==> src/rtl/exp_request_gen_if.sv <==
// Handshake bundle between the exception-request generator and CP0.
// master: the generator side; slave: the CP0 side that acknowledges and retires.
interface exp_request_gen_if;
  logic [2:0] exp_src;
  logic [2:0] pending;
  logic       busy;
  logic       ack_timeout;
  logic       exp_ack;
  logic       is_eret;
  logic       exp_block;

  modport master (
    output exp_src, pending, busy, ack_timeout,
    input  exp_ack, is_eret, exp_block
  );

  modport slave (
    input  exp_src, pending, busy, ack_timeout,
    output exp_ack, is_eret, exp_block
  );
endinterface

==> src/rtl/exp_request_gen.sv <==
// Exception-request generator: synchronises external events and a periodic timer
// into pending bits and issues one prioritised request at a time to CP0.
module exp_request_gen #(
  parameter int unsigned TIMER_PERIOD = 1000,
  parameter int unsigned ACK_TIMEOUT  = 15
) (
  input  logic              clk,
  input  logic              reset_n,
  input  logic [2:0]        irq_in,
  input  logic              timer_en,
  exp_request_gen_if.master bus
);

  localparam logic [1:0] IDLE    = 2'd0;
  localparam logic [1:0] REQ     = 2'd1;
  localparam logic [1:0] SERVICE = 2'd2;

  localparam logic [15:0] PERIOD_M1  = 16'(TIMER_PERIOD - 1);
  localparam logic        TIMER_ON   = (TIMER_PERIOD != 0);
  localparam logic [7:0]  TIMEOUT_M1 = 8'(ACK_TIMEOUT - 1);

  logic [1:0]  state, state_nx;
  logic [2:0]  s1, s2, s3;
  logic [2:0]  rise;
  logic [2:0]  grant;
  logic [2:0]  clr;
  logic [2:0]  src_nx;
  logic [2:0]  pend_nx;
  logic [15:0] tcnt;
  logic        tick;
  logic [7:0]  to_cnt, to_cnt_nx;
  logic        to_pulse_nx;

  // Input synchroniser plus one extra stage for rising-edge detection
  always_ff @(posedge clk or negedge reset_n) begin
    if (!reset_n) begin
      s1 <= '0;
      s2 <= '0;
      s3 <= '0;
    end else begin
      s1 <= irq_in;
      s2 <= s1;
      s3 <= s2;
    end
  end

  assign tick = timer_en && TIMER_ON && (tcnt == PERIOD_M1);

  always_ff @(posedge clk or negedge reset_n) begin
    if (!reset_n) begin
      tcnt <= '0;
    end else if (timer_en && TIMER_ON) begin
      tcnt <= tick ? '0 : tcnt + 16'd1;
    end
  end

  assign rise = (s2 & ~s3) | {tick, 2'b00};

  always_comb begin
    grant = '0;
    if (bus.pending[0])      grant = 3'b001;
    else if (bus.pending[1]) grant = 3'b010;
    else if (bus.pending[2]) grant = 3'b100;
  end

  always_comb begin
    state_nx    = state;
    src_nx      = bus.exp_src;
    clr         = '0;
    to_cnt_nx   = to_cnt;
    to_pulse_nx = 1'b0;
    case (state)
      IDLE: begin
        if ((bus.pending != 3'b000) && !bus.exp_block) begin
          src_nx    = grant;
          to_cnt_nx = '0;
          state_nx  = REQ;
        end
      end
      REQ: begin
        // Acknowledge beats mask, mask beats timeout
        if (bus.exp_ack) begin
          src_nx   = '0;
          clr      = bus.exp_src;
          state_nx = SERVICE;
        end else if (bus.exp_block) begin
          src_nx   = '0;
          state_nx = IDLE;
        end else if (to_cnt == TIMEOUT_M1) begin
          src_nx      = '0;
          to_pulse_nx = 1'b1;
          state_nx    = IDLE;
        end else begin
          to_cnt_nx = to_cnt + 8'd1;
        end
      end
      SERVICE: begin
        if (bus.is_eret) state_nx = IDLE;
      end
      default: begin
        src_nx   = '0;
        state_nx = IDLE;
      end
    endcase
  end

  // Set wins over clear so an event coinciding with its own acknowledge survives
  assign pend_nx = (bus.pending & ~clr) | rise;

  always_ff @(posedge clk or negedge reset_n) begin
    if (!reset_n) begin
      state           <= IDLE;
      bus.exp_src     <= '0;
      bus.pending     <= '0;
      bus.ack_timeout <= 1'b0;
      to_cnt          <= '0;
    end else begin
      state           <= state_nx;
      bus.exp_src     <= src_nx;
      bus.pending     <= pend_nx;
      bus.ack_timeout <= to_pulse_nx;
      to_cnt          <= to_cnt_nx;
    end
  end

  assign bus.busy = (state != IDLE);

endmodule
==> src/flat_wrapper.sv <==
// flat-port wrapper written by rule: the top's interface ports become plain ports
module exp_request_gen_flat 
#(
  parameter int unsigned TIMER_PERIOD = 1000,
  parameter int unsigned ACK_TIMEOUT  = 15
)
  (clk, reset_n, irq_in, timer_en, bus_exp_src, bus_pending, bus_busy, bus_ack_timeout, bus_exp_ack, bus_is_eret, bus_exp_block);
  exp_request_gen_if bus_i ();
  input  logic clk;
  input  logic reset_n;
  input  logic [2:0] irq_in;
  input  logic timer_en;
  output wire logic [$bits(bus_i.exp_src)-1:0] bus_exp_src;
  output wire logic [$bits(bus_i.pending)-1:0] bus_pending;
  output wire logic [$bits(bus_i.busy)-1:0] bus_busy;
  output wire logic [$bits(bus_i.ack_timeout)-1:0] bus_ack_timeout;
  input wire logic [$bits(bus_i.exp_ack)-1:0] bus_exp_ack;
  input wire logic [$bits(bus_i.is_eret)-1:0] bus_is_eret;
  input wire logic [$bits(bus_i.exp_block)-1:0] bus_exp_block;
  assign bus_exp_src = bus_i.exp_src;
  assign bus_pending = bus_i.pending;
  assign bus_busy = bus_i.busy;
  assign bus_ack_timeout = bus_i.ack_timeout;
  assign bus_i.exp_ack = bus_exp_ack;
  assign bus_i.is_eret = bus_is_eret;
  assign bus_i.exp_block = bus_exp_block;
  exp_request_gen #(.TIMER_PERIOD(TIMER_PERIOD), .ACK_TIMEOUT(ACK_TIMEOUT)) u_core (.clk(clk), .reset_n(reset_n), .irq_in(irq_in), .timer_en(timer_en), .bus(bus_i));
endmodule
==> config.mk <==
export PLATFORM = sky130hd
export DESIGN_NAME = exp_request_gen_flat
export DESIGN_NICKNAME = d
export VERILOG_FILES = /design/src/rtl/exp_request_gen_if.sv /design/src/rtl/exp_request_gen.sv /design/src/flat_wrapper.sv
export SDC_FILE = /design/constraint.sdc
export NUM_CORES = 1
export LEC_CHECK = 0
export ABC_AREA = 1
export BUFFER_PORTS_ARGS = -buffer_cell sky130_fd_sc_hd__buf_4
export CORE_ASPECT_RATIO = 1.1
export CORE_MARGIN = 2
export CORE_UTILIZATION = 45
export DETAILED_ROUTE_END_ITERATION = 10
export MAX_ROUTING_LAYER = met4
export PLACE_DENSITY = 0.76
export SLEW_MARGIN = 20
export SYNTH_ARGS = -nofsm -noshare
export SYNTH_HDL_FRONTEND = slang
export SYNTH_SLANG_ARGS = --single-unit
==> constraint.sdc <==
create_clock -name clk -period 1.3 [get_ports clk]
set_input_delay 0.26 -clock clk [delete_from_list [all_inputs] [get_ports clk]]
set_output_delay 0.26 -clock clk [all_outputs]
set_load 0.05 [all_outputs]
-- Word-level counts from Yosys, hierarchy flattened
Index checks and enable logic that the tools add are counted.
- bits of input ports: 9
- output and inout port bits: 8
- register bits: 42
- eq/ne operators: 10
- muxes and demuxes: 26
- reduce and logical (&&, ||, !) cells: 10
- bitwise operators: 7
- add/subtract/negate cells: 2
- operators by type and width (cell ; count):
    $mux W8 ; 4
    $mux W3 ; 9
    $add A16 B1 Y16 const B ; 1
    $eq A16 B10 Y1 const B ; 1
    $mux W16 ; 1
    $pmux W8 S2 ; 1
    $mux W2 ; 5
    $pmux W3 S3 ; 1
    $add A8 B1 Y8 const B ; 1
    $eq A8 B4 Y1 const B ; 1
    $ne A2 B2 Y1 const B ; 4
    $and A3 B3 Y3 ; 2
    $not A3 Y3 ; 2
    $or A3 B3 Y3 ; 2
    $pmux W2 S3 ; 1
    $reduce_and A3 Y1 ; 2
    $reduce_and A5 Y1 ; 1
    $mux W1 ; 4
    $ne A4 B3 Y1 const B ; 1
    $reduce_bool A2 Y1 ; 2
    $reduce_bool A3 Y1 ; 1
    $eq A2 B1 Y1 const B ; 1
    $eq A2 B2 Y1 const B ; 1
    $logic_and A1 B1 Y1 ; 2
    4 further kinds ; 4

-- Depth between registers and ports, before layout
Gate-level depths: netlist of the first run.
- depth after elaboration: 5
- gate-level depth with buffers: 9
- mapped depth without buffers: 8

-- Worst setup path after synthesis of the first run
OpenSTA, ideal clock, no wires.
- path type: register -> register
- from: reg u_core.bus.pending[1]
- to: reg u_core.bus.exp_src[0]
- buffers on the path: 0
- stages on the path, launching flop included: 8
- slack: -0.116 ns
- period minus slack after synthesis: 1.416 ns
- data required time: 1.181 ns
- arrival: 1.297 ns
- cells stage by stage: dfrtp_1 -> nor2_1 -> nand2_1 -> nand2_2 -> nand2_1 -> nand3_1 -> nand2_1 -> nand2_1
- word-level cells in the longest chain between the ends: 4
- elaborated cells between the ends (all ways): 8
- classes of those cells: 1 x eq/ne; 4 x mux; 3 x reduce/logical
- RTL lines (what ; RTL line ; text):
    from (decl) ; exp_request_gen_if.sv:13 ; output exp_src, pending, busy, ack_timeout,
    from (signal assigned) ; exp_request_gen.sv:120 ; bus.pending <= pend_nx;
    $mux W3 / $reduce_bool A3 Y1 (equally long branches) ; exp_request_gen.sv:62, exp_request_gen.sv:74 ;
    $mux W3 / $logic_and A1 B1 Y1 (equally long branches) ; exp_request_gen.sv:61, exp_request_gen.sv:74 ;
    $mux W3 / $ne A2 B1 Y1 (equally long branches) ; n/a ;
    $pmux W3 S3 / $reduce_and A3 Y1 (equally long branches) ; n/a ;
    to (signal assigned) ; exp_request_gen.sv:119 ; bus.exp_src <= src_nx;
    to (decl) ; exp_request_gen_if.sv:13 ;
Several ways; a longest one is shown, not always the timed one. The select of a mux whose other input is x is not followed.
A chain may end at the register's enable or synchronous reset.

-- Worst setup path after layout of the first run
- from: reg u_core.to_cnt[0]
- to: reg u_core.to_cnt[4]
- word-level cells in the longest chain between the ends: 5
- elaborated cells between the ends (all ways): 8
- classes of those cells: 1 x add/sub; 2 x eq/ne; 4 x mux; 1 x reduce/logical
- RTL lines (what ; RTL line ; text):
    from (decl) ; exp_request_gen.sv:31 ; logic [7:0] to_cnt, to_cnt_nx;
    from (signal assigned) ; exp_request_gen.sv:122 ; to_cnt <= to_cnt_nx;
    $add A8 B1 Y8 ; exp_request_gen.sv:94 ; to_cnt_nx = to_cnt + 8'd1;
    $mux W8 ; exp_request_gen.sv:89 ; end else if (to_cnt == TIMEOUT_M1) begin
    $mux W8 ; exp_request_gen.sv:86 ; end else if (bus.exp_block) begin
    $mux W8 ; exp_request_gen.sv:82 ; if (bus.exp_ack) begin
    $pmux W8 S2 ; exp_request_gen.sv:72 ; case (state)
Several ways; a longest one is shown, not always the timed one. The select of a mux whose other input is x is not followed.

==> results.sh, run 1 <==
export IMPL_yosys_cell_count_top_type="nand2_1"
export IMPL_ctsHtreeMaxLevel=2
export IMPL_residual_overflow_from_global_routing=0
export IMPL_final_min_period_over_clock_period_pct=103
export IMPL_start_util_pct=47.5
export IMPL_num_vias=2100
export IMPL_post_synth_most_frequent_cells="nand2_1, inv_1, dfrtp_1"
export IMPL_critical_path_class="reg2reg"
export IMPL_grt_pass1_wl_mm=8.97
export IMPL_gp_congestion=0.936
export IMPL_run_status="finished with violations"
export IMPL_timing_critical_path_from_type="register"
export IMPL_power_switching_w=0.00159
export IMPL_report_final_slew_viol_count=0
export IMPL_synth_top_area_share_pct=47.0
export IMPL_dpl_worst_slack_ns=-0.0780
export IMPL_cts_tree="yes"
export IMPL_finClkSkew_ns=0.00977
export IMPL_remaining_drc_errors=0
export IMPL_yosysWarnings=0
export IMPL_worst_r2r_path_depth=8
export IMPL_pwr_share_clk_pct=21.9
export IMPL_post_synth_inst_count=296
export IMPL_achievable_frequency_ghz=0.746
export IMPL_dr_first_iter_drc_count=142
export IMPL_worst_skew_pair_late_latency_ns=0.30
export IMPL_grt_antenna_before_repair=0
export IMPL_setup_violations=12
export IMPL_place_detailed_instances=392
export IMPL_die_width_um=71.2
export IMPL_vdd_ir_drop_worst_mv=0.915
export IMPL_floorplan_die_area_um2=5550
export IMPL_hold_path_startpoint="irq_in[0]"
export IMPL_power_frac_seq_pct=42.2
export IMPL_drt_pass1_iter_count=4
export IMPL_unrepaired_setup_endpoints_after_global_routing="yes"
export IMPL_groute_usage_overall_pct=20.8
export IMPL_timing_hold_worst_endpoint="u_core.s1[0]"
export IMPL_cts_reportedPaths_clkPinSlew_ns=0.09
export IMPL_ys_dominant_reg_cell="dfrtp_1"
export IMPL_antenna_cells=0
export IMPL_vias_in_the_first_global_route=2107
export IMPL_yosys_top_cells_area="dfrtp_1, nand2_1, inv_1, nor2_1, nand3_1"
export IMPL_cts_inserted_buffers=5
export IMPL_post_synth_top_area_cell="dfrtp_1"
export IMPL_maxCapViolations=0
export IMPL_final_seq_area_um2=1060
export IMPL_route_final_wire_length_mm=5.51
export IMPL_minimum_setup_slack_among_reg_to_reg_paths_ns=-0.04
export IMPL_multi_input_comb_area_um2=1200
export IMPL_synth_seq_cells=42
export IMPL_die_y_um=78.0
export IMPL_synth_enable_flop_cells=0
export IMPL_worstPathRequired_ns=1.54
export IMPL_floorplan_io_pins=17
export IMPL_critical_path_fanouts_max=5
export IMPL_hold_path_class="in2reg"
export IMPL_yosysSeqAreaShare_pct=47.0
export IMPL_synthesis_nets=308
export IMPL_combinationalPowerShare_pct=35.9
export IMPL_regToRegEndpoint="u_core.to_cnt[4]"
export IMPL_switching_share_pct=39.3
export IMPL_min_delay_path_depth=1
export IMPL_stdcell_count=410
export IMPL_num_rows=26
export IMPL_numClockSinks=42
export IMPL_route_antenna_remaining_nets=0
export IMPL_internal_power_w=0.00245
export IMPL_violations="setup timing"
export IMPL_grt_start_max_net_pins=28
export IMPL_ctsRootBufferMaster="clkbuf_8"
export IMPL_max_slew_margin_rel_pct=75.9
export IMPL_detail_route_wl_per_cell_um=13.4
export IMPL_cts_buffer_depth=2
export IMPL_post_synthesis_cell_type_count=29
export IMPL_coreArea_um2=4720
export IMPL_synth_async_sr_flop_share_pct=100
export IMPL_place_port_buffers=16
export IMPL_worst_slew_pin_slew_ns=0.362
export IMPL_worstSetupEndpointType="register"
export IMPL_post_dp_hpwl_mm=3.65
export IMPL_power_density_nw_per_um2=1330
export IMPL_min_period_ns=1.34
export IMPL_detail_route_vias_per_cell=5.12
export IMPL_post_synth_cell_area_avg_um2=7.56
export IMPL_finalNetCount=365
export IMPL_drive_above_1_share_pct=32.8
export IMPL_syn_area_um2=2240
export IMPL_finalWorstSetupSlack_ns=-0.0408
export IMPL_rr_startpoint="u_core.to_cnt[0]"
export IMPL_final_fill_count=356
export IMPL_arrival_ns=1.58
export IMPL_syn2layout_area_growth_pct=36.2
export IMPL_static_leakage_power_nw=1.57
export IMPL_report_final_hold_viol_count=0
-- cell type report --
type | instances | area share, %
flip-flops and latches | 42 | 34.7
clock buffers | 5 | 2.26
inverters | 46 | 5.74
well taps | 56 | 2.30
multi-input cells | 204 | 39.2
clock inverters | 3 | 0.780
repair buffers | 54 | 15.0
-- power groups by stage --
stage,Combinational (W),Sequential (W),Clock [W]
global route,0.00157,0.00173,0.000967
global placement,0.00108,0.00167,0
CTS,0.00128,0.00166,0.000912
finish,0.00145,0.00171,0.000884
detailed placement,0.00110,0.00168,0
floorplan,0.000557,0.00181,0
-- timing repair --
item                                    in CTS  in global routing
hold buffers                                 1                  0
hold endpoints to repair                    25                  0
gates resized for setup                     25                 40
pin swaps                                    9                 19
endpoints found under the setup margin      17                 27
buffers inserted                             6                  2
gates cloned                                 1                  0
-- flip-flops by register name (all words and copies together), names as in the netlist --
signal,cells
u_core.tcnt,16
u_core.s2,3
u_core.s3,3
u_core.state,2
u_core.s1,3
u_core.bus.exp_src,3
u_core.to_cnt,8
u_core.bus.pending,3
u_core.bus.ack_timeout,1
-- layer usage --
layer	up-vias	global-route usage, %	wire [um]
li1	1038	-	-
met1	996	24.0	2340
met3	12	4.03	190
met5	-	-	0
met2	54	35.2	2850
met4	0	8.30	128
-- through the flow --
step	utilization, %	total power [W]	instance area, um2	TNS (ns)	hold WS, ns
final	64.6	0.00404	3050	-0.308	0.0687
after global routing	64.6	0.00426	3050	-1.55	0.0452
after CTS	61.0	0.00385	2880	-0.0436	0.0569
after detailed placement	55.6	0.00278	2620	-0.636	0.194
after global placement	55.6	0.00274	2620	-0.0385	0.196
after floorplan	-	0.00236	2240	0	-0.0356
-- worst max path at each step --
| stage | endpoint | slack (ns) | startpoint | depth (start not counted) |
|---|---|---|---|---|
| finish | u_core.to_cnt[4] | -0.04 | u_core.to_cnt[0] | 8 |
| global route | u_core.to_cnt[7] | -0.12 | u_core.to_cnt[6] | 7 |
| CTS | bus_busy | -0.03 | u_core.state[1] | 3 |
| detailed placement | u_core.bus.exp_src[1] | -0.08 | u_core.to_cnt[0] | 7 |
| global placement | u_core.bus.exp_src[0] | -0.01 | u_core.to_cnt[0] | 7 |
| floorplan | u_core.tcnt[14] | 0.01 | u_core.tcnt[0] | 8 |
-- cell usage in the layout, fill, tap and decap left out, drive strengths merged --
master / netlist / routed
a21o: 1 / 1
a21oi: 2 / 2
buf: 5 / 53
clkbuf: 0 / 5
clkinvlp: 0 / 2
dfrtp: 42 / 42
dlygate4sd3: 0 / 1
ha: 3 / 3
inv: 46 / 47
nand2: 96 / 96
nand3: 20 / 21
nand4: 9 / 9
nor2: 47 / 47
nor2b: 1 / 1
nor3: 3 / 3
nor3b: 2 / 2
o211ai: 8 / 8
o21ai: 7 / 7
o22ai: 1 / 1
or2: 1 / 1
xnor2: 1 / 1
xor2: 1 / 1
-- critical path: stages (launching register included) --
cell      delay (ns)
dfrtp_1         0.40
inv_2           0.09
ha_4            0.14
nand3_4         0.07
o21ai_4         0.16
buf_6           0.15
buf_6           0.10
o211ai_1        0.08
nand2_1         0.08
-- cell families after synthesis --
| group | after synthesis | synth area share (%) |
|---|---|---|
| AOI/OAI and AO/OA | 19 | 5.98 |
| buffers and inverters | 51 | 9.50 |
| adders and majority gates | 3 | 1.68 |
| xor gates and xnor gates | 2 | 0.783 |
| DFF | 42 | 47.0 |
| and+or+nand+nor | 179 | 35.1 |
Note: power is estimated with default switching activity, not from simulation.
==> run 2: changes to the inputs <==
--- a/config.mk
+++ b/config.mk
@@ -7,12 +7,12 @@
 export LEC_CHECK = 0
 export ABC_AREA = 1
 export BUFFER_PORTS_ARGS = -buffer_cell sky130_fd_sc_hd__buf_4
-export CORE_ASPECT_RATIO = 1.1
 export CORE_MARGIN = 2
 export CORE_UTILIZATION = 45
 export DETAILED_ROUTE_END_ITERATION = 10
 export MAX_ROUTING_LAYER = met4
 export PLACE_DENSITY = 0.76
+export RECOVER_POWER = 100
 export SLEW_MARGIN = 20
 export SYNTH_ARGS = -nofsm -noshare
 export SYNTH_HDL_FRONTEND = slang
==> run 2 against run 1 <==
  * The flow still finishes with violations (setup timing)
  * Critical path type unchanged
  * Register-to-register slack worse by 0.04 ns
  * Critical endpoint is now u_core.to_cnt[3]
  * Maximum frequency down 2.8%
  * Final cell count grew 2.7%
  * Setup slack got worse by 0.038 ns
==> results.sh, run 2 (synthesis gave the netlist of run 1 again) <==
export IMPL_drive_above_1_share_pct=31.4
export IMPL_rr_startpoint="u_core.to_cnt[0]"
export IMPL_place_detailed_instances=400
export IMPL_achievable_frequency_ghz=0.725
export IMPL_die_width_um=74.5
export IMPL_timing_critical_path_from_type="register"
export IMPL_detail_route_vias_per_cell=4.94
export IMPL_finalWorstSetupSlack_ns=-0.0791
export IMPL_switching_share_pct=36.8
export IMPL_syn2layout_area_growth_pct=35.0
export IMPL_grt_start_max_net_pins=43
export IMPL_groute_usage_overall_pct=21.9
export IMPL_timing_hold_worst_endpoint="u_core.s1[0]"
export IMPL_residual_overflow_from_global_routing=0
export IMPL_cts_tree="yes"
export IMPL_run_status="finished with violations"
export IMPL_worst_skew_pair_late_latency_ns=0.30
export IMPL_pwr_share_clk_pct=25.6
export IMPL_start_util_pct=47.1
export IMPL_cts_buffer_depth=2
export IMPL_maxCapViolations=0
export IMPL_vias_in_the_first_global_route=2008
export IMPL_vdd_ir_drop_worst_mv=0.962
export IMPL_grt_pass1_wl_mm=8.91
export IMPL_report_final_slew_viol_count=0
export IMPL_critical_path_fanouts_max=4
export IMPL_cp_slowest_cell="dfrtp_1"
export IMPL_cts_inserted_buffers=5
export IMPL_floorplan_io_pins=17
export IMPL_stdcell_count=421
export IMPL_place_port_buffers=16
export IMPL_worst_r2r_path_depth=8
export IMPL_post_dp_hpwl_mm=3.40
export IMPL_final_min_period_over_clock_period_pct=106
export IMPL_crit_path_cell_chain="inv_2 > ha_4 > nand3_4 > o21ai_4 > buf_4 > buf_6 > o211ai_1 > nand2_1"
export IMPL_power_frac_seq_pct=40.8
export IMPL_internal_power_w=0.00266
export IMPL_layout_commonest_cell="nand2_1"
export IMPL_worstSetupEndpointType="register"
export IMPL_finClkSkew_ns=0.00967
export IMPL_minimum_setup_slack_among_reg_to_reg_paths_ns=-0.08
export IMPL_max_flop_register="u_core.tcnt"
export IMPL_num_rows=25
export IMPL_cts_reportedPaths_clkPinSlew_ns=0.08
export IMPL_min_period_ns=1.38
export IMPL_num_vias=2079
export IMPL_drt_pass1_iter_count=4
export IMPL_power_switching_w=0.00155
export IMPL_max_slew_margin_rel_pct=62.7
export IMPL_worst_slew_pin_slew_ns=0.559
export IMPL_critical_path_class="reg2reg"
export IMPL_gp_congestion=0.930
export IMPL_hold_path_startpoint="irq_in[0]"
export IMPL_report_final_hold_viol_count=0
export IMPL_die_y_um=74.5
export IMPL_finalNetCount=365
export IMPL_grt_antenna_before_repair=0
export IMPL_worstPathRequired_ns=1.54
export IMPL_setup_violations=15
export IMPL_hold_path_class="in2reg"
export IMPL_min_delay_path_depth=1
export IMPL_arrival_ns=1.62
export IMPL_ctsRootBufferMaster="clkbuf_8"
export IMPL_largest_register_ffs=16
export IMPL_most_common_layout_cells="nand2_1, inv_1, dfrtp_1, buf_4, nor2_1"
export IMPL_static_leakage_power_nw=1.54
export IMPL_power_density_nw_per_um2=1400
export IMPL_regToRegEndpoint="u_core.to_cnt[3]"
export IMPL_biggest_registers_after_layout="u_core.tcnt x16, u_core.to_cnt x8"
export IMPL_combinationalPowerShare_pct=33.6
export IMPL_route_antenna_remaining_nets=0
export IMPL_detail_route_wl_per_cell_um=13.5
export IMPL_unrepaired_setup_endpoints_after_global_routing="yes"
export IMPL_setup_worst_path_start="u_core.to_cnt[0]"
export IMPL_setup_total_negative_slack_ns=-0.636
export IMPL_route_final_wire_length_mm=5.70
export IMPL_remaining_drc_errors=0
export IMPL_ctsHtreeMaxLevel=2
export IMPL_dr_first_iter_drc_count=165
export IMPL_coreArea_um2=4750
export IMPL_violations="setup timing"
export IMPL_floorplan_die_area_um2=5550
export IMPL_numClockSinks=42
export IMPL_critical_path_max_stage_delay_ns=0.39
export IMPL_antenna_cells=0
export IMPL_report_power_total_w=0.00422
-- run 2: through the flow --
| stage | setup slack, ns | instance area [um2] | hold WS [ns] | utilization [%] |
|---|---|---|---|---|
| final | -0.0791 | 3020 | 0.0909 | 63.6 |
| after global routing | -0.169 | 3020 | 0.0790 | 63.6 |
| after CTS | -0.0277 | 2880 | 0.0650 | 60.6 |
| after detailed placement | -0.113 | 2600 | 0.277 | 54.7 |
| after global placement | -0.0313 | 2600 | 0.268 | 54.7 |
| after floorplan | 0.0115 | 2240 | -0.0356 | - |
-- run 2: worst max-delay path by stage --
| stage | end | slack, ns |
|---|---|---|
| after global routing | u_core.to_cnt[6] | -0.17 |
| after global placement | u_core.bus.exp_src[2] | -0.03 |
| after detailed placement | u_core.bus.exp_src[0] | -0.11 |
| after floorplan | u_core.tcnt[14] | 0.01 |
| final | u_core.to_cnt[3] | -0.08 |
| after CTS | bus_busy | -0.03 |
-- run 2: layout make-up --
type / instances / area [um2]
fillers: 385 / 1730
multi-input cells: 205 / 1170
flip-flops and latches: 42 / 1060
repair buffers: 53 / 414
inverters: 46 / 175
clock buffers: 7 / 86.3
well taps: 67 / 83.8
clock inverters: 1 / 30.0
-- run 2: power by group through the flow --
stage / logic, W / registers (W) / clock network, W
after global placement: 0.00104 / 0.00168 / 0
after floorplan: 0.000557 / 0.00181 / 0
after CTS: 0.00126 / 0.00169 / 0.00109
after global routing: 0.00154 / 0.00174 / 0.00116
final: 0.00142 / 0.00172 / 0.00108
after detailed placement: 0.00107 / 0.00169 / 0
-- run 2: critical path, delay by kind of cell, from the launching register on --
family | cells | cell delay (ns)
adders and majority gates | 1 | 0.14
and+or+nand+nor | 2 | 0.17
AOI/OAI and AO/OA | 2 | 0.30
DFF | 1 | 0.39
buffers and inverters | 3 | 0.31
-- run 2: per-layer routing --
layer  global-route usage [%]  part of all wire [%]  up-vias
met5                        -                     0        -
met4                     7.54                   1.1        0
met3                     4.74                   3.5       10
met2                     37.9                    54       54
met1                     25.2                    42      974
li1                         -                     -     1041
-- run 2: what timing repair did --
item,4_1_cts,5_1_grt
setup endpoints to repair,15,30
endpoints found under the hold margin,42,0
pin swaps,8,13
cloned,2,0
setup buffers,5,5
hold buffers,1,0
gates resized for setup,23,36
==> run 3: changes to the inputs <==
--- a/config.mk
+++ b/config.mk
@@ -6,7 +6,7 @@
 export NUM_CORES = 1
 export LEC_CHECK = 0
 export ABC_AREA = 1
-export BUFFER_PORTS_ARGS = -buffer_cell sky130_fd_sc_hd__buf_4
+export BUFFER_PORTS_ARGS = -buffer_cell sky130_fd_sc_hd__buf_2
 export CORE_MARGIN = 2
 export CORE_UTILIZATION = 45
 export DETAILED_ROUTE_END_ITERATION = 10
==> run 3 against run 2 <==
  * The run still ends with setup timing left
  * Core utilization shrank 1.1 points
  * Global-route usage fell by 1.8 points
  * Final area is 1.8% lower
  * Via count grew 1.2%
  * Highest routed layer unchanged
==> results.sh, run 3 (synthesis gave the netlist of run 1 again) <==
export IMPL_groute_usage_overall_pct=20.1
export IMPL_length_of_routed_met3_wiring_um=241
export IMPL_place_port_buffers=16
export IMPL_achievable_frequency_ghz=0.718
export IMPL_routed_wl_met2_mm=2.90
export IMPL_cts_buffer_depth=2
export IMPL_final_min_period_over_clock_period_pct=107
export IMPL_largest_register_ffs=16
export IMPL_multi_input_comb_area_um2=1140
export IMPL_residual_overflow_from_global_routing=0
export IMPL_max_flop_register="u_core.tcnt"
export IMPL_drive_above_1_share_pct=30.3
export IMPL_detail_route_vias_per_cell=5.01
export IMPL_grt_antenna_before_repair=0
export IMPL_antenna_cells=0
export IMPL_critical_path_class="reg2reg"
export IMPL_cts_inserted_buffers=5
export IMPL_syn2layout_area_growth_pct=32.6
export IMPL_report_power_total_w=0.00396
export IMPL_worstPathRequired_ns=1.48
export IMPL_unrepaired_setup_endpoints_after_global_routing="yes"
export IMPL_static_leakage_power_nw=1.54
export IMPL_vdd_ir_drop_worst_mv=0.970
export IMPL_numClockSinks=42
export IMPL_layout_commonest_cell="nand2_1"
export IMPL_ctsHtreeMaxLevel=2
export IMPL_worst_slew_pin_slew_ns=0.789
export IMPL_utilization_pct=62.4
export IMPL_die_width_um=74.5
export IMPL_gp_congestion=0.959
export IMPL_worst_hold_slack_ns=0.0643
export IMPL_finalNetCount=364
export IMPL_violations="setup timing"
export IMPL_start_util_pct=47.1
export IMPL_num_rows=25
export IMPL_die_y_um=74.5
export IMPL_report_final_hold_viol_count=0
export IMPL_dr_first_iter_drc_count=97
export IMPL_most_common_layout_cells="nand2_1, inv_1, dfrtp_1, nor2_1, buf_4"
export IMPL_stdcell_count=420
export IMPL_cts_reportedPaths_clkPinSlew_ns=0.08
export IMPL_detail_route_wl_per_cell_um=12.9
export IMPL_final_fill_count=405
export IMPL_min_period_ns=1.39
export IMPL_drt_pass1_iter_count=4
export IMPL_report_final_slew_viol_count=0
export IMPL_arrival_ns=1.58
export IMPL_coreArea_um2=4750
export IMPL_max_slew_margin_rel_pct=47.4
export IMPL_grt_start_max_net_pins=31
export IMPL_finalWorstSetupSlack_ns=-0.0930
export IMPL_worstSetupEndpointType="register"
export IMPL_finClkSkew_ns=0.00552
export IMPL_place_detailed_instances=402
export IMPL_critical_path_fanouts_max=8
export IMPL_detail_route_wirelength_met1_mm=2.19
export IMPL_final_seq_area_um2=1060
export IMPL_floorplan_io_pins=17
export IMPL_maxCapViolations=0
export IMPL_vias_in_the_first_global_route=1925
export IMPL_grt_pass1_wl_mm=8.38
export IMPL_hold_path_class="in2reg"
export IMPL_remaining_drc_errors=0
export IMPL_post_dp_hpwl_mm=3.55
export IMPL_worst_skew_pair_late_latency_ns=0.29
export IMPL_run_status="finished with violations"
export IMPL_cts_tree="yes"
export IMPL_biggest_registers_after_layout="u_core.tcnt x16, u_core.to_cnt x8"
export IMPL_route_antenna_remaining_nets=0
export IMPL_num_vias=2103
export IMPL_ctsRootBufferMaster="clkbuf_8"
export IMPL_setup_violations=17
export IMPL_timing_critical_path_from_type="register"
export IMPL_top_layer="met4"
export IMPL_power_density_nw_per_um2=1330
export IMPL_floorplan_die_area_um2=5550
export IMPL_route_final_wire_length_mm=5.42
## run 3: changes by cell type in the layout (fill, tap and decap cells not counted), moves of 2 or more
cell | before | now
buf_2 | 3 | 11
buf_4 | 35 | 27
clkbuf_4 | 6 | 0
buf_12 | 0 | 2
buf_6 | 5 | 7
ha_1 | 0 | 2
ha_4 | 3 | 1
nand2_1 | 86 | 88
nand2_4 | 4 | 2
nor2_1 | 34 | 32
nor2_2 | 3 | 5
## run 3: worst paths after layout
check                                  from               endpoint  slack [ns]  cells after the start
setup / recovery           u_core.to_cnt[0]       u_core.to_cnt[3]       -0.09                      8
hold / removal                    irq_in[1]           u_core.s1[1]        0.06                      1
hold reg to reg                u_core.s1[0]           u_core.s2[0]        0.36                      0
max in group asynchronous           reset_n         u_core.tcnt[2]        0.11                      3
min in group asynchronous           reset_n  u_core.bus.exp_src[1]        0.56                      2
setup reg to reg           u_core.to_cnt[0]       u_core.to_cnt[3]       -0.09                      8
## run 3: timing repair
action	4_1_cts	5_1_grt
setup endpoints to repair	20	26
gates resized for setup	21	34
gates cloned	0	1
pin swaps	6	10
hold endpoints to repair	12	0
hold buffers	1	0
buffers inserted	6	3
## run 3: final cells by class
class	instances	area share, %
clock buffers	5	2.32
well taps	67	2.82
multi-input cells	204	38.3
flip-flops and latches	42	35.6
repair buffers	53	14.2
clock inverters	3	0.717
inverters	46	6.07
## run 3: layer usage
layer | vias up | GRT usage, %
li1 | 1032 | -
met1 | 995 | 25.0
met2 | 65 | 33.7
met3 | 11 | 4.07
met4 | 0 | 5.16
met5 | - | -
## run 3: stage by stage
step / area (um2) / setup slack [ns] / TNS (ns)
after global placement: 2590 / -0.0347 / -0.262
after global routing: 2970 / -0.145 / -3.41
after detailed placement: 2590 / -0.124 / -1.18
after floorplan: 2240 / 0.0115 / 0
final: 2970 / -0.0930 / -0.796
after CTS: 2820 / -0.0498 / -0.323
## run 3: critical path, cell delays in order (launching register included)
cell	delay, ns
dfrtp_1	0.41
inv_2	0.06
ha_1	0.18
nand3_4	0.09
o21ai_4	0.16
buf_12	0.15
o21ai_4	0.07
nand2_1	0.10
nand2_1	0.07
## run 3: report_power, final
group | internal (W) | switching [W] | total (W)
logic | 0.000540 | 0.000867 | 0.00141
clock network | 0.000378 | 0.000472 | 0.000850
registers | 0.00149 | 0.000215 | 0.00171
